`src/rtl/iram_pkg.sv`:
```
// Shared definitions for the instruction-memory loader.
// No ports: provides the FSM state encoding, memory geometry and sum width.
package iram_pkg;

  localparam int unsigned DEPTH  = 128;
  localparam int unsigned DATA_W = 7;
  localparam int unsigned ADDR_W = 7;
  localparam int unsigned CNT_W  = 8;  // holds 0..DEPTH and the readback phase counter
  localparam int unsigned SUM_W  = 8;

  typedef enum logic [1:0] {
    ST_IDLE     = 2'd0,
    ST_LOAD     = 2'd1,
    ST_READBACK = 2'd2,
    ST_DONE     = 2'd3
  } state_e;

endpackage

```
`src/rtl/iram_loader_if.sv`:
```
// Bundle of the loader's stream, memory and status signals.
// slave  : loader side (consumes stream and read data, drives memory port and status)
// master : environment side (upstream source, instruction memory, CPU).
interface iram_loader_if;
  import iram_pkg::*;

  logic              load_start;
  logic              in_valid;
  logic [DATA_W-1:0] in_data;
  logic              in_last;
  logic              in_ready;
  logic              mem_we;
  logic [ADDR_W-1:0] mem_addr;
  logic [DATA_W-1:0] mem_wdata;
  logic [DATA_W-1:0] mem_rdata;
  logic [CNT_W-1:0]  word_count;
  logic              busy;
  logic              done;
  logic              cpu_hold;
  logic              overflow_err;
  logic              checksum_err;

  modport slave (
    input  load_start, in_valid, in_data, in_last, mem_rdata,
    output in_ready, mem_we, mem_addr, mem_wdata, word_count,
           busy, done, cpu_hold, overflow_err, checksum_err
  );

  modport master (
    output load_start, in_valid, in_data, in_last, mem_rdata,
    input  in_ready, mem_we, mem_addr, mem_wdata, word_count,
           busy, done, cpu_hold, overflow_err, checksum_err
  );

endinterface

```
`src/rtl/iram_checksum.sv`:
```
// Mod-256 additive accumulator with synchronous clear and add enable.
// Ports: clock, reset (sync, active-high), clr_i, add_en_i, data_i,
//        sum_o (registered sum), sum_nxt_c (sum_o + data_i, combinational).
module iram_checksum
  import iram_pkg::*;
(
  input  logic             clock,
  input  logic             reset,
  input  logic             clr_i,
  input  logic             add_en_i,
  input  logic [SUM_W-1:0] data_i,
  output logic [SUM_W-1:0] sum_o,
  output logic [SUM_W-1:0] sum_nxt_c
);

  logic [SUM_W-1:0] sum_q;

  assign sum_nxt_c = sum_q + data_i;
  assign sum_o     = sum_q;

  always_ff @(posedge clock) begin
    if (reset || clr_i) begin
      sum_q <= '0;
    end else if (add_en_i) begin
      sum_q <= sum_nxt_c;
    end
  end

endmodule

```
`src/rtl/iram_loader.sv`:
```
// Loads an instruction image from a valid/ready stream into instruction memory,
// reads it back, verifies an additive checksum and releases the CPU on success.
// Ports: clock, reset (sync, active-high), bus (iram_loader_if.slave):
//   stream in (load_start, in_valid/in_data/in_last, in_ready),
//   memory port (mem_we/mem_addr/mem_wdata registered, mem_rdata 1-cycle latency),
//   status (word_count, busy, done, cpu_hold, overflow_err, checksum_err).
module iram_loader
  import iram_pkg::*;
(
  input  logic         clock,
  input  logic         reset,
  iram_loader_if.slave bus
);

  state_e            state_q, state_d;
  logic [CNT_W-1:0]  word_count_q, word_count_d;
  logic [CNT_W-1:0]  rb_cnt_q, rb_cnt_d;
  logic              in_ready_q, in_ready_d;
  logic              mem_we_q, mem_we_d;
  logic [ADDR_W-1:0] mem_addr_q, mem_addr_d;
  logic [DATA_W-1:0] mem_wdata_q, mem_wdata_d;
  logic              busy_q, busy_d;
  logic              done_q, done_d;
  logic              cpu_hold_q, cpu_hold_d;
  logic              ovf_q, ovf_d;
  logic              csum_q, csum_d;

  logic              start_c, accept_c, at_top_c, rb_data_c, rb_last_c;
  logic              wsum_add, rsum_add;
  logic [SUM_W-1:0]  wsum, rsum, wsum_nxt, rsum_nxt;

  assign start_c  = bus.load_start && (state_q == ST_IDLE || state_q == ST_DONE);
  assign accept_c = (state_q == ST_LOAD) && in_ready_q && bus.in_valid;
  assign at_top_c = (word_count_q == CNT_W'(DEPTH - 1));

  // READBACK phase k: address k is issued for k < N; data of address k-2 returns for 2 <= k <= N+1.
  // Phase 0 coincides with the final write on the port, so no read precedes its write.
  assign rb_data_c = (state_q == ST_READBACK) && (rb_cnt_q >= CNT_W'(2)) &&
                     (rb_cnt_q <= word_count_q + CNT_W'(1));
  assign rb_last_c = (state_q == ST_READBACK) && (rb_cnt_q == word_count_q + CNT_W'(1));

  iram_checksum u_wsum (
    .clock     (clock),
    .reset     (reset),
    .clr_i     (start_c),
    .add_en_i  (wsum_add),
    .data_i    ({1'b0, bus.in_data}),
    .sum_o     (wsum),
    .sum_nxt_c (wsum_nxt)
  );

  iram_checksum u_rsum (
    .clock     (clock),
    .reset     (reset),
    .clr_i     (start_c),
    .add_en_i  (rsum_add),
    .data_i    ({1'b0, bus.mem_rdata}),
    .sum_o     (rsum),
    .sum_nxt_c (rsum_nxt)
  );

  // State register
  always_ff @(posedge clock) begin
    if (reset) begin
      state_q <= ST_IDLE;
    end else begin
      state_q <= state_d;
    end
  end

  // Next-state logic
  always_comb begin
    state_d = state_q;
    case (state_q)
      ST_IDLE:     if (start_c) state_d = ST_LOAD;
      ST_LOAD:     if (accept_c && (bus.in_last || at_top_c)) state_d = ST_READBACK;
      ST_READBACK: if (rb_last_c) state_d = ST_DONE;
      ST_DONE:     if (start_c) state_d = ST_LOAD;
      default:     state_d = ST_IDLE;
    endcase
  end

  // Output and datapath next values; status outputs decode the next state so they are registered
  always_comb begin
    word_count_d = word_count_q;
    rb_cnt_d     = '0;
    mem_we_d     = 1'b0;
    mem_addr_d   = '0;
    mem_wdata_d  = mem_wdata_q;
    ovf_d        = ovf_q;
    csum_d       = csum_q;
    wsum_add     = 1'b0;
    rsum_add     = 1'b0;

    if (start_c) begin
      word_count_d = '0;
      ovf_d        = 1'b0;
      csum_d       = 1'b0;
    end

    if (accept_c) begin
      mem_we_d     = 1'b1;
      mem_addr_d   = word_count_q[ADDR_W-1:0];
      mem_wdata_d  = bus.in_data;
      word_count_d = word_count_q + CNT_W'(1);
      wsum_add     = 1'b1;
      if (at_top_c && !bus.in_last) ovf_d = 1'b1;
    end

    if (state_q == ST_READBACK) begin
      rb_cnt_d = rb_cnt_q + CNT_W'(1);
      if (rb_cnt_q < word_count_q) mem_addr_d = rb_cnt_q[ADDR_W-1:0];
      rsum_add = rb_data_c;
      if (rb_last_c) csum_d = (rsum_nxt != wsum);
    end

    in_ready_d = (state_d == ST_LOAD);
    busy_d     = (state_d == ST_LOAD) || (state_d == ST_READBACK);
    done_d     = (state_d == ST_DONE);
    cpu_hold_d = (state_d == ST_DONE) ? (ovf_d || csum_d) : 1'b1;
  end

  // Output and datapath registers
  always_ff @(posedge clock) begin
    if (reset) begin
      word_count_q <= '0;
      rb_cnt_q     <= '0;
      in_ready_q   <= 1'b0;
      mem_we_q     <= 1'b0;
      mem_addr_q   <= '0;
      mem_wdata_q  <= '0;
      busy_q       <= 1'b0;
      done_q       <= 1'b0;
      cpu_hold_q   <= 1'b1;
      ovf_q        <= 1'b0;
      csum_q       <= 1'b0;
    end else begin
      word_count_q <= word_count_d;
      rb_cnt_q     <= rb_cnt_d;
      in_ready_q   <= in_ready_d;
      mem_we_q     <= mem_we_d;
      mem_addr_q   <= mem_addr_d;
      mem_wdata_q  <= mem_wdata_d;
      busy_q       <= busy_d;
      done_q       <= done_d;
      cpu_hold_q   <= cpu_hold_d;
      ovf_q        <= ovf_d;
      csum_q       <= csum_d;
    end
  end

  assign bus.in_ready     = in_ready_q;
  assign bus.mem_we       = mem_we_q;
  assign bus.mem_addr     = mem_addr_q;
  assign bus.mem_wdata    = mem_wdata_q;
  assign bus.word_count   = word_count_q;
  assign bus.busy         = busy_q;
  assign bus.done         = done_q;
  assign bus.cpu_hold     = cpu_hold_q;
  assign bus.overflow_err = ovf_q;
  assign bus.checksum_err = csum_q;

endmodule

```
`src/flat_wrapper.sv`:
```
// flat-port wrapper written by rule: the top's interface ports become plain ports
module iram_loader_flat import iram_pkg::*;
  (clock, reset, bus_load_start, bus_in_valid, bus_in_data, bus_in_last, bus_mem_rdata, bus_in_ready, bus_mem_we, bus_mem_addr, bus_mem_wdata, bus_word_count, bus_busy, bus_done, bus_cpu_hold, bus_overflow_err, bus_checksum_err);
  iram_loader_if bus_i ();
  input  logic clock;
  input  logic reset;
  input wire logic [$bits(bus_i.load_start)-1:0] bus_load_start;
  input wire logic [$bits(bus_i.in_valid)-1:0] bus_in_valid;
  input wire logic [$bits(bus_i.in_data)-1:0] bus_in_data;
  input wire logic [$bits(bus_i.in_last)-1:0] bus_in_last;
  input wire logic [$bits(bus_i.mem_rdata)-1:0] bus_mem_rdata;
  output wire logic [$bits(bus_i.in_ready)-1:0] bus_in_ready;
  output wire logic [$bits(bus_i.mem_we)-1:0] bus_mem_we;
  output wire logic [$bits(bus_i.mem_addr)-1:0] bus_mem_addr;
  output wire logic [$bits(bus_i.mem_wdata)-1:0] bus_mem_wdata;
  output wire logic [$bits(bus_i.word_count)-1:0] bus_word_count;
  output wire logic [$bits(bus_i.busy)-1:0] bus_busy;
  output wire logic [$bits(bus_i.done)-1:0] bus_done;
  output wire logic [$bits(bus_i.cpu_hold)-1:0] bus_cpu_hold;
  output wire logic [$bits(bus_i.overflow_err)-1:0] bus_overflow_err;
  output wire logic [$bits(bus_i.checksum_err)-1:0] bus_checksum_err;
  assign bus_i.load_start = bus_load_start;
  assign bus_i.in_valid = bus_in_valid;
  assign bus_i.in_data = bus_in_data;
  assign bus_i.in_last = bus_in_last;
  assign bus_i.mem_rdata = bus_mem_rdata;
  assign bus_in_ready = bus_i.in_ready;
  assign bus_mem_we = bus_i.mem_we;
  assign bus_mem_addr = bus_i.mem_addr;
  assign bus_mem_wdata = bus_i.mem_wdata;
  assign bus_word_count = bus_i.word_count;
  assign bus_busy = bus_i.busy;
  assign bus_done = bus_i.done;
  assign bus_cpu_hold = bus_i.cpu_hold;
  assign bus_overflow_err = bus_i.overflow_err;
  assign bus_checksum_err = bus_i.checksum_err;
  iram_loader u_core (.clock(clock), .reset(reset), .bus(bus_i));
endmodule
```
`config.mk`:
```
export PLATFORM = sky130hd
export DESIGN_NAME = iram_loader_flat
export DESIGN_NICKNAME = d
export VERILOG_FILES = /design/src/rtl/iram_pkg.sv /design/src/rtl/iram_loader_if.sv /design/src/rtl/iram_checksum.sv /design/src/rtl/iram_loader.sv /design/src/flat_wrapper.sv
export SDC_FILE = /design/constraint.sdc
export NUM_CORES = 1
export LEC_CHECK = 0
export CAP_MARGIN = 30
export CORE_MARGIN = 1.5
export CORE_UTILIZATION = 29
export CTS_CLUSTER_SIZE = 24
export DETAILED_ROUTE_END_ITERATION = 6
export GPL_TIMING_DRIVEN = 0
export PLACE_DENSITY = 0.55
export SETUP_SLACK_MARGIN = 0.15
export SYNTH_ARGS = -nofsm -noshare
export SYNTH_HDL_FRONTEND = slang
export SYNTH_SLANG_ARGS = --single-unit
```
`constraint.sdc`:
```
create_clock -name clock -period 7.7 [get_ports clock]
set_input_delay 1.925 -clock clock [delete_from_list [all_inputs] [get_ports clock]]
set_output_delay 1.925 -clock clock [all_outputs]
set_load 0.02 [all_outputs]
```
==> reports/qor.csv, run 1 <==
stage,metric,value,unit
timing,Worst Tran Pin Value,677,ps
clock_network,CTS Hold Bufs,0,
power_and_ir_drop,maximum VDD drop,119,uV
clock_network,CTS root buffer,clkbuf_16,
yosys,post-synth top area share,32.8,%
die,Die Area,0.0122,mm^2
run_status,outcome,"finished, final reports clean",
placed_design,GP Congestion,0.835,
yosys,syn_area_per_cell,8.22,um^2
timing,hold_ws,462,ps
die,die height,111,um
clock_network,H-tree levels,2,
cells_and_area,Layout area overhead,23.5,%
detailed_routing,vias per cell,4.85,
worst_setup_path,CP max stage delay,530,ps
worst_setup_path,critical path endpoint,u_core.bus.cpu_hold,
cells_and_area,fraction of layout cells with a size suffix above 1,5.39,%
worst_setup_path,Critical path origin,bus_mem_rdata[0],
timing,fin crit period,4110,ps
timing,RSZ-0062 raised after global routing,false,
grt,first-pass GRT wire length,13900,um
yosys,register area share after synthesis,32.8,%
power_and_ir_drop,internal power,0.502,mW
yosys,post-synth top area cell,dfxtp_1,
power_and_ir_drop,leakage power,1.52,nW
detailed_routing,DR WL/cell,13.8,um
detailed_routing,DRC,0,
die,Placement Rows,39,
die,number of top-level pins,48,
grt,Global Route Usage Sum,13.8,%
yosys,"Primary FF master, synth",dfxtp_1,
yosys,cell count after synthesis,409,
clock_network,CTS max path bufs,2,
power_and_ir_drop,Clk network pwr share,30.7,%
detailed_routing,number of DRC markers in iteration 0,120,
power_and_ir_drop,total power,0.735,mW
worst_setup_path,"Slowest-stage cell, CP",fa_1,
grt,number of antenna violations at the first check in global routing,0,
cells_and_area,Filler Cells Inserted,1202,
job,Max-Cap Viols,0,
hold_path,Hold WC Path Type,flop to flop,
yosys,"Cell Area, Synth",0.00336,mm^2
cells_and_area,Final Util,36.5,%
clock_network,Num CTS Buffers,5,
yosys,Ys Warns,0,
worst_setup_path,r2r setup slk,4430,ps
placed_design,Post-DP Area,0.00401,mm^2
worst_setup_path,crit-path cells,clkdlybuf4s50_1 -> ha_1 -> inv_1 -> fa_1 -> xor2_1 -> nand4_1 -> nor4b_2 -> o2111ai_1 -> o41ai_2 -> nand3_1,
placed_design,post-DP HPWL,6340,um
cells_and_area,Reg area,0.00110,mm^2
die,die width,111,um
clock_network,post-CTS setup buffers,0,
placed_design,IO Port Bufs,47,
cells_and_area,Nets,521,
worst_setup_path,Crit path arrival time,4280,ps
timing,Final Hold Violating Endpoints,0,
yosys,"EDFF count, synth",0,
grt,largest net degree at the start of global routing,17,
power_and_ir_drop,Comb pwr share,26.5,%
timing,crit share post-route,53.4,%
grt,GRT overflow,0,
cells_and_area,post-route cell area,0.00415,mm^2
worst_setup_path,RR Endpoint,u_core.bus.cpu_hold,
detailed_routing,drt pass-1 iters,4,
yosys,Yosys reg bits,55,
clock_network,clk sink count,55,
timing,Slew Limit Fails,0,
clock_network,CTS clock-pin slew for the worst setup and hold paths,70,ps
worst_setup_path,Setup crit start kind,input pin,
timing,final clock skew,7.43,ps
detailed_routing,via count,2943,
power_and_ir_drop,Net Sw Frac,31.7,%
clock_network,CTS tree,built,
worst_setup_path,r2r worst-path depth,12,
worst_setup_path,critical path class,input pin to flop,
cells_and_area,Multi-input gate area,0.00209,mm^2
yosys,asr flop ratio synth,0,%
yosys,largest cells by area after synthesis,"dfxtp_1 (33%), ha_1 (14%), nand2_1 (5.2%)",
die,initial core utilization,29.6,%
detailed_routing,WL final,8350,um
detailed_routing,DRT antenna net count,0,
yosys,syn nets,467,
yosys,library cells used by synthesis,51,
cells_and_area,ANT cells,0,
power_and_ir_drop,total power divided by cell area,177,mW/mm^2
worst_setup_path,CP Capture Type,flop,
timing,setup_tns,0,ps
clock_network,CTS resizes,0,
power_and_ir_drop,Reg power frac,42.8,%
die,Placeable Area,0.0114,mm^2
timing,Final setup violation count,0,
worst_setup_path,CP max FO,2,
worst_setup_path,Crit path required time,7870,ps
grt,vias in the first global route,2833,
timing,Max Fclk,243,MHz
worst_setup_path,reg-to-reg startpoint,u_core.bus.word_count[0],
clock_network,clk_lat worst skew,300,ps
power_and_ir_drop,Psw,0.233,mW
timing,headroom to the max-slew limit,54.7,%
==> state kept, by name, summed over array words and instances (netlist names) <==
name / cells
u_core.bus.done: 1
u_core.bus.busy: 1
u_core.u_rsum.sum_o: 8
u_core.bus.cpu_hold: 1
u_core.rb_cnt_q: 8
u_core.u_wsum.sum_o: 8
u_core.bus.mem_addr: 7
u_core.bus.word_count: 8
u_core.bus.in_ready: 1
u_core.bus.mem_we: 1
u_core.bus.overflow_err: 1
u_core.state_q: 2
u_core.bus.checksum_err: 1
u_core.bus.mem_wdata: 7
==> logic make-up (layout without fill, tap and decap cells) <==
group / Yosys count / after routing / share of synthesized area [%]
AOI/OAI and AO/OA: 89 / 89 / 17.2
and+or+nand+nor: 158 / 158 / 22.0
adders and majority gates: 39 / 39 / 15.0
buffers and inverters: 39 / 94 / 5.21
xor gates and xnor gates: 27 / 27 / 7.26
muxes: 2 / 2 / 0.595
DFF: 55 / 55 / 32.8
==> power groups by stage <==
stage / Combinational, mW / Clock [mW] / Sequential [mW]
floorplan: 0.117 / 0 / 0.331
global placement: 0.190 / 0 / 0.321
detailed placement: 0.194 / 0 / 0.321
CTS: 0.195 / 0.236 / 0.315
global route: 0.215 / 0.249 / 0.317
finish: 0.195 / 0.226 / 0.315
==> cells in the final DEF, fill, tap and decap left out, types with 6 or more instances in the layout <==
cell type and count:
xnor2_1 19, nand2b_1 11, ha_1 37, nand2_1 47, nor2b_1 6, xor2_1 7, nand3_1 24, nor2_1 41
dfxtp_1 55, inv_1 22, clkdlybuf4s50_1 47, o21ai_0 21, clkbuf_1 12, a21oi_1 32, and3_1 6, nor3_1 8
==> worst min-delay path by stage <==
stage,slack (ps),start,to,depth (start not counted)
after floorplan,430,u_core.rb_cnt_q[0],u_core.rb_cnt_q[0],1
after CTS,460,u_core.bus.mem_wdata[3],u_core.bus.mem_wdata[3],2
final,460,u_core.bus.mem_wdata[2],u_core.bus.mem_wdata[2],2
after detailed placement,450,u_core.rb_cnt_q[0],u_core.rb_cnt_q[0],1
after global routing,480,u_core.bus.mem_wdata[3],u_core.bus.mem_wdata[3],2
after global placement,440,u_core.rb_cnt_q[0],u_core.rb_cnt_q[0],1
==> synthesized netlist by cell type, types with 2 or more instances <==
cell type,instances
a211oi_1,2
xnor2_1,19
a31o_2,2
clkbuf_1,11
mux2i_1,2
inv_1,22
nor4_1,4
and3_1,6
xor2_1,7
ha_1,37
nor2_1,41
nand4_1,5
o21ai_0,21
a21oi_1,32
nand3_1,24
nand2b_1,11
a31oi_1,2
nor3_1,8
fa_1,2
nand2_1,47
o21a_1,5
nor2b_1,6
dfxtp_1,55
buf_6,3
o21bai_1,2
a21o_1,5
o31ai_1,3
a311oi_1,2
==> cell type report <==
type	count	share of cell area, %
Multi-Input combinational cell	315	50.2
Sequential cell	55	26.5
Timing Repair Buffer	47	11.3
Tap cell	143	4.31
Clock buffer	6	3.10
Buffer	17	2.23
Inverter	22	1.99
Clock inverter	2	0.301
==> per-layer routing <==
metal  track usage (%)  vias up  wire length [um]
li1                  -     1528                 -
met1              17.9     1364              4100
met2              23.0       42              3850
met3              2.62        9               291
met4              4.87        0               112
met5                 0        -                 0
==> stage by stage <==
stage | std cells | worst slack, ps
2_1_floorplan | 409 | 4000
3_3_place_gp | 599 | 3270
3_5_place_dp | 599 | 3240
4_1_cts | 607 | 3560
5_1_grt | 607 | 3380
6_report | 607 | 3590
==> worst max-delay path: cells and delay by family <==
family,cells,cell delay (ps)
AO/OA/AOI/OAI,2,480
XOR/XNOR,1,170
adder cells (fa/ha/maj),2,720
buffers and inverters,2,520
AND/OR/NAND/NOR,3,470
No activity file was read; power rests on OpenSTA's default activity.
==> inputs of run 2 (changes only) <==
==> constraint.sdc (replaced) <==
create_clock -name clock -period 3.8 [get_ports clock]
set_input_delay 0.95 -clock clock [delete_from_list [all_inputs] [get_ports clock]]
set_output_delay 0.95 -clock clock [all_outputs]
set_load 0.02 [all_outputs]
==> reports/qor.csv, run 2 (synthesized netlist as in run 1, its figures left out) <==
stage,metric,value,unit,change
power_and_ir_drop,total power divided by cell area,358,mW/mm^2,+100%
timing,Slew Limit Fails,0,,unchanged
detailed_routing,vias per cell,4.83,,-0.44%
grt,number of antenna violations at the first check in global routing,0,,unchanged
worst_setup_path,critical path class,flop to flop,,
clock_network,CTS root buffer,clkbuf_16,,
clock_network,clk_lat worst skew,300,ps,about the same
grt,vias in the first global route,2815,,-0.64%
detailed_routing,via count,2930,,-0.44%
detailed_routing,DRT antenna net count,0,,unchanged
timing,Max Fclk,307,MHz,
worst_setup_path,Crit path required time,3970,ps,-3900 ps
clock_network,CTS Hold Bufs,0,,unchanged
grt,Global Route Usage Sum,13.8,%,-0.023 points
cells_and_area,Nets,521,,unchanged
detailed_routing,drt pass-1 iters,4,,unchanged
timing,final clock skew,7.59,ps,+0.162 ps
detailed_routing,DR WL/cell,13.7,um,-0.44%
placed_design,IO Port Bufs,47,,unchanged
worst_setup_path,r2r setup slk,550,ps,-3880 ps
power_and_ir_drop,maximum VDD drop,240,uV,+100%
worst_setup_path,Crit path arrival time,3420,ps,-860 ps
die,Placement Rows,39,,unchanged
hold_path,hold path cells,2,,unchanged
die,initial core utilization,29.6,%,unchanged
timing,Worst Tran Pin Value,661,ps,-15.3 ps
cells_and_area,"commonest non-fill, non-tap cell in the layout",dfxtp_1,,
detailed_routing,WL final,8310,um,-0.44%
timing,setup_tns,0,ps,unchanged
detailed_routing,DRC,0,,unchanged
power_and_ir_drop,Reg power frac,42.8,%,about the same
worst_setup_path,crit-path cells,ha_1 -> and3_1 -> nand3_1 -> xnor2_1 -> ha_1 -> nand4_1 -> nor2_1 -> nand2_1 -> nor4b_2 -> o2111ai_1 -> o41ai_2 -> nand3_1,,
die,die width,111,um,unchanged
clock_network,H-tree levels,2,,unchanged
timing,fin crit period,3250,ps,
worst_setup_path,CP max stage delay,460,ps,-70 ps
timing,crit share post-route,85.6,%,
power_and_ir_drop,leakage power,1.52,nW,unchanged
hold_path,hold path endpoint,u_core.bus.mem_wdata[2],,
timing,Final Hold Violating Endpoints,0,,unchanged
power_and_ir_drop,Net Sw Frac,31.6,%,-0.071 points
cells_and_area,Final Instance Count excl. Fillers,607,,unchanged
worst_setup_path,reg-to-reg startpoint,u_core.bus.word_count[1],,
timing,Final setup violation count,0,,unchanged
power_and_ir_drop,internal power,1.02,mW,+100%
run_status,outcome,"finished, final reports clean",,
placed_design,placed instance count,599,,unchanged
hold_path,hold_sp,u_core.bus.mem_wdata[2],,
worst_setup_path,CP Capture Type,flop,,
hold_path,Hold WC Path Type,flop to flop,,
power_and_ir_drop,Clk network pwr share,30.8,%,about the same
clock_network,clk sink count,55,,unchanged
clock_network,Num CTS Buffers,5,,unchanged
die,Die Area,0.0122,mm^2,unchanged
clock_network,CTS tree,built,,
cells_and_area,most frequent cells in the layout,"dfxtp_1 (55), nand2_1 (47), clkdlybuf4s50_1 (47)",,
timing,fin worst setup slack,547,ps,-3040 ps
die,Placeable Area,0.0114,mm^2,unchanged
worst_setup_path,"Slowest-stage cell, CP",dfxtp_1,,
timing,hold_ws,461,ps,-0.511 ps
job,Max-Cap Viols,0,,unchanged
worst_setup_path,r2r worst-path depth,12,,unchanged
cells_and_area,ANT cells,0,,unchanged
clock_network,post-CTS setup buffers,0,,unchanged
cells_and_area,fraction of layout cells with a size suffix above 1,5.39,%,unchanged
worst_setup_path,CP max FO,6,,+4
placed_design,GP Congestion,0.835,,unchanged
worst_setup_path,RR Endpoint,u_core.bus.cpu_hold,,
cells_and_area,Layout area overhead,23.5,%,unchanged
clock_network,CTS max path bufs,2,,unchanged
grt,first-pass GRT wire length,13800,um,-0.10%
grt,GRT overflow,0,,unchanged
clock_network,CTS clock-pin slew for the worst setup and hold paths,70,ps,about the same
timing,RSZ-0062 raised after global routing,false,,
placed_design,post-DP HPWL,6340,um,unchanged
power_and_ir_drop,Comb pwr share,26.4,%,about the same
power_and_ir_drop,Psw,0.471,mW,+100%
placed_design,worst slack at placement,312,ps,-2930 ps
die,number of top-level pins,48,,unchanged
detailed_routing,number of DRC markers in iteration 0,121,,+0.83%
clock_network,CTS resizes,0,,unchanged
timing,headroom to the max-slew limit,55.8,%,+1.0 points
worst_setup_path,Setup crit start kind,flop,,
cells_and_area,Final Util,36.5,%,unchanged
die,die height,111,um,unchanged
grt,largest net degree at the start of global routing,17,,unchanged
run 2: layout make-up:
class | count | area (um^2)
clock inverters | 2 | 12.5
well taps | 143 | 179
repair buffers | 47 | 470
inverters | 22 | 82.6
fillers | 1202 | 7220
multi-input cells | 315 | 2090
plain buffers | 17 | 92.6
clock buffers | 6 | 129
flip-flops and latches | 55 | 1100
run 2: stage by stage:
| step | cell area, um^2 | power, mW |
|---|---|---|
| after floorplan | 3360 | 0.908 |
| after global placement | 4010 | 1.03 |
| after detailed placement | 4010 | 1.04 |
| after CTS | 4150 | 1.51 |
| after global routing | 4150 | 1.58 |
| final | 4150 | 1.49 |
run 2: worst max-delay path by stage:
stage	from	to	slack, ps
after detailed placement	bus_mem_rdata[0]	u_core.bus.cpu_hold	310
after CTS	u_core.bus.word_count[1]	u_core.bus.cpu_hold	530
after global routing	u_core.bus.word_count[0]	u_core.bus.cpu_hold	200
final	u_core.bus.word_count[1]	u_core.bus.cpu_hold	550
after global placement	bus_mem_rdata[0]	u_core.bus.cpu_hold	350
after floorplan	u_core.bus.word_count[0]	u_core.bus.cpu_hold	970
run 2: worst max-delay path: cells and delay by family, from the launching register on:
family                   cells  cell delay [ps]
XOR/XNOR                     1              190
adder cells (fa/ha/maj)      2              560
flip-flops                   1              460
AO/OA/AOI/OAI                2              480
AND/OR/NAND/NOR              7             1430
run 2: per-layer routing:
metal	global-route usage, %	part of all wire (%)
met3	2.46	3.5
met4	4.36	1.2
met2	23.0	47
met5	0	0
met1	18.1	49
run 2: power groups by stage:
stage | Clock (mW) | Sequential [mW] | Combinational, mW
4_1_cts | 0.478 | 0.638 | 0.396
5_1_grt | 0.504 | 0.643 | 0.435
6_report | 0.458 | 0.637 | 0.393
2_1_floorplan | 0 | 0.671 | 0.237
3_5_place_dp | 0 | 0.651 | 0.393
3_3_place_gp | 0 | 0.649 | 0.385
==> inputs of run 3 (changes only) <==
==> constraint.sdc (replaced) <==
create_clock -name clock -period 3.2 [get_ports clock]
set_input_delay 0.8 -clock clock [delete_from_list [all_inputs] [get_ports clock]]
set_output_delay 0.8 -clock clock [all_outputs]
set_load 0.02 [all_outputs]
==> reports/qor.csv, run 3 (synthesized netlist as in run 1, its figures left out) <==
stage,metric,value,unit,change
die,initial core utilization,29.6,%,unchanged
worst_setup_path,Crit path required time,3370,ps,-600 ps
timing,Slew Limit Fails,0,,unchanged
grt,first-pass GRT wire length,13800,um,about the same
worst_setup_path,critical path class,input pin to flop,,
timing,headroom to the max-slew limit,55.3,%,-0.49 points
hold_path,hold path endpoint,u_core.bus.mem_wdata[3],,
timing,fin crit period,2860,ps,
grt,Global Route Usage Sum,13.8,%,about the same
power_and_ir_drop,total power,1.77,mW,+19%
placed_design,Post-DP Area,0.00401,mm^2,unchanged
grt,GRT overflow,0,,unchanged
cells_and_area,most frequent cells in the layout,"dfxtp_1 (50), nand2_1 (46), clkdlybuf4s50_1 (45)",,
die,die height,111,um,unchanged
die,die width,111,um,unchanged
grt,number of antenna violations at the first check in global routing,0,,unchanged
clock_network,CTS root buffer,clkbuf_16,,
worst_setup_path,reg-to-reg startpoint,u_core.bus.word_count[0],,
grt,vias in the first global route,2820,,+0.18%
worst_setup_path,Worst Path Buf+Inv,1,,+1
clock_network,H-tree levels,2,,unchanged
worst_setup_path,Setup crit start kind,input pin,,
clock_network,Num CTS Buffers,5,,unchanged
worst_setup_path,Crit path max-delay family,compound AO/OA/AOI/OAI gates,,
power_and_ir_drop,Comb pwr share,26.5,%,about the same
clock_network,clk_lat worst skew,300,ps,about the same
worst_setup_path,crit-path cells,clkdlybuf4s50_1 -> ha_1 -> xnor2_2 -> nor3_1 -> a311oi_1 -> nor4b_4 -> o2111ai_2 -> o41ai_2 -> nand3_1,,
worst_setup_path,r2r worst-path depth,12,,unchanged
power_and_ir_drop,leakage power,1.53,nW,+0.81%
placed_design,post-DP HPWL,6340,um,unchanged
clock_network,CTS tree,built,,
cells_and_area,Final Util,37.3,%,+0.75 points
worst_setup_path,r2r setup slk,390,ps,-160 ps
job,Max-Cap Viols,0,,unchanged
die,Placement Rows,39,,unchanged
timing,crit share post-route,89.4,%,
worst_setup_path,"Slowest-stage cell, CP",clkdlybuf4s50_1,,
die,number of top-level pins,48,,unchanged
placed_design,worst slack at placement,-138,ps,-450 ps
detailed_routing,vias per cell,4.81,,-0.30%
cells_and_area,fraction of layout cells with a size suffix above 1,9.03,%,+3.6 points
timing,setup_tns,0,ps,unchanged
detailed_routing,number of DRC markers in iteration 0,126,,+4.1%
power_and_ir_drop,Psw,0.568,mW,+21%
hold_path,hold_sp,u_core.bus.mem_wdata[3],,
placed_design,IO Port Bufs,47,,unchanged
detailed_routing,DRT antenna net count,0,,unchanged
power_and_ir_drop,Reg power frac,42.6,%,-0.2 points
cells_and_area,"commonest non-fill, non-tap cell in the layout",dfxtp_1,,
timing,Final setup violation count,0,,unchanged
detailed_routing,drt pass-1 iters,4,,unchanged
detailed_routing,DRC,0,,unchanged
cells_and_area,Layout area overhead,26.1,%,
worst_setup_path,Crit path arrival time,3030,ps,-390 ps
cells_and_area,post-route cell area,0.00424,mm^2,+2.0%
cells_and_area,Final Instance Count excl. Fillers,608,,+0.16%
detailed_routing,via count,2926,,-0.14%
hold_path,hold path cells,2,,unchanged
timing,final clock skew,5.77,ps,-1.83 ps
worst_setup_path,CP max stage delay,410,ps,-50 ps
placed_design,placed instance count,599,,unchanged
timing,RSZ-0062 raised after global routing,false,,
power_and_ir_drop,internal power,1.21,mW,+19%
cells_and_area,Nets,522,,+0.19%
run_status,outcome,"finished, final reports clean",,
clock_network,CTS Hold Bufs,0,,unchanged
clock_network,CTS clock-pin slew for the worst setup and hold paths,70,ps,about the same
die,Placeable Area,0.0114,mm^2,unchanged
worst_setup_path,CP max FO,5,,-1
timing,Max Fclk,350,MHz,
hold_path,Hold WC Path Type,flop to flop,,
worst_setup_path,RR Endpoint,u_core.bus.cpu_hold,,
power_and_ir_drop,maximum VDD drop,286,uV,+19%
timing,hold_ws,462,ps,+0.593 ps
cells_and_area,ANT cells,0,,unchanged
power_and_ir_drop,Clk network pwr share,30.9,%,about the same
placed_design,GP Congestion,0.835,,unchanged
power_and_ir_drop,Net Sw Frac,32.0,%,+0.34 points
timing,fin worst setup slack,340,ps,-207 ps
timing,Final Hold Violating Endpoints,0,,unchanged
timing,Worst Tran Pin Value,669,ps,+7.39 ps
grt,largest net degree at the start of global routing,17,,unchanged
clock_network,CTS max path bufs,2,,unchanged
worst_setup_path,CP Capture Type,flop,,
worst_setup_path,Critical path origin,bus_mem_rdata[6],,
die,Die Area,0.0122,mm^2,unchanged
detailed_routing,WL final,8420,um,+1.3%
power_and_ir_drop,total power divided by cell area,419,mW/mm^2,+17%
detailed_routing,DR WL/cell,13.8,um,+1.1%
clock_network,clk sink count,55,,unchanged
-- run 3: changes by cell type in the layout (fill, tap and decap cells not counted), sizes merged --
cell and delta:
clkdlybuf4s50 -2, dlygate4sd2 +2, buf +1
-- run 3: worst max path at each step --
stage | end | slack [ps] | cells past startpoint
after detailed placement | u_core.bus.cpu_hold | -140 | 10
final | u_core.bus.cpu_hold | 340 | 9
after global placement | u_core.bus.cpu_hold | -100 | 10
after global routing | u_core.bus.cpu_hold | 120 | 12
after floorplan | u_core.bus.cpu_hold | 370 | 12
after CTS | u_core.bus.cpu_hold | 150 | 12
-- run 3: what timing repair did --
action                                 CTS  global route
resized for setup                       14            12
cloned                                   0             0
pin swaps                                7             4
buffers inserted                         1             0
setup endpoints to repair                9             8
endpoints found under the hold margin    0             0
-- run 3: cell type report --
| type | instances | area [um^2] |
|---|---|---|
| Inverter | 22 | 82.6 |
| Fill cell | 1192 | 7130 |
| Buffer | 17 | 92.6 |
| Clock inverter | 2 | 12.5 |
| Timing Repair Buffer | 48 | 475 |
| Sequential cell | 55 | 1110 |
| Clock buffer | 6 | 129 |
| Multi-Input combinational cell | 315 | 2150 |
| Tap cell | 143 | 179 |
-- run 3: power groups by stage --
stage | Sequential (mW) | Combinational [mW] | Clock [mW]
final | 0.756 | 0.471 | 0.548
after global routing | 0.762 | 0.521 | 0.599
after CTS | 0.758 | 0.472 | 0.568
after detailed placement | 0.773 | 0.467 | 0
after global placement | 0.771 | 0.457 | 0
after floorplan | 0.796 | 0.282 | 0
-- run 3: routing by layer --
layer	routed length [um]	vias up	share of wire [%]	GRT usage, %
li1	-	1531	-	-
met1	4150	1343	49	18.1
met2	3910	45	46	23.0
met3	251	7	3.0	2.46
met4	108	0	1.3	4.53
met5	0	-	0	0
-- run 3: worst reg2reg max path: cells and delay by family, from the launching register on --
kind	cells	cell delay, ps
AOI/OAI and AO/OA	2	460
xor gates and xnor gates	1	160
adders and majority gates	2	460
DFF	1	410
and+or+nand+nor	7	1210
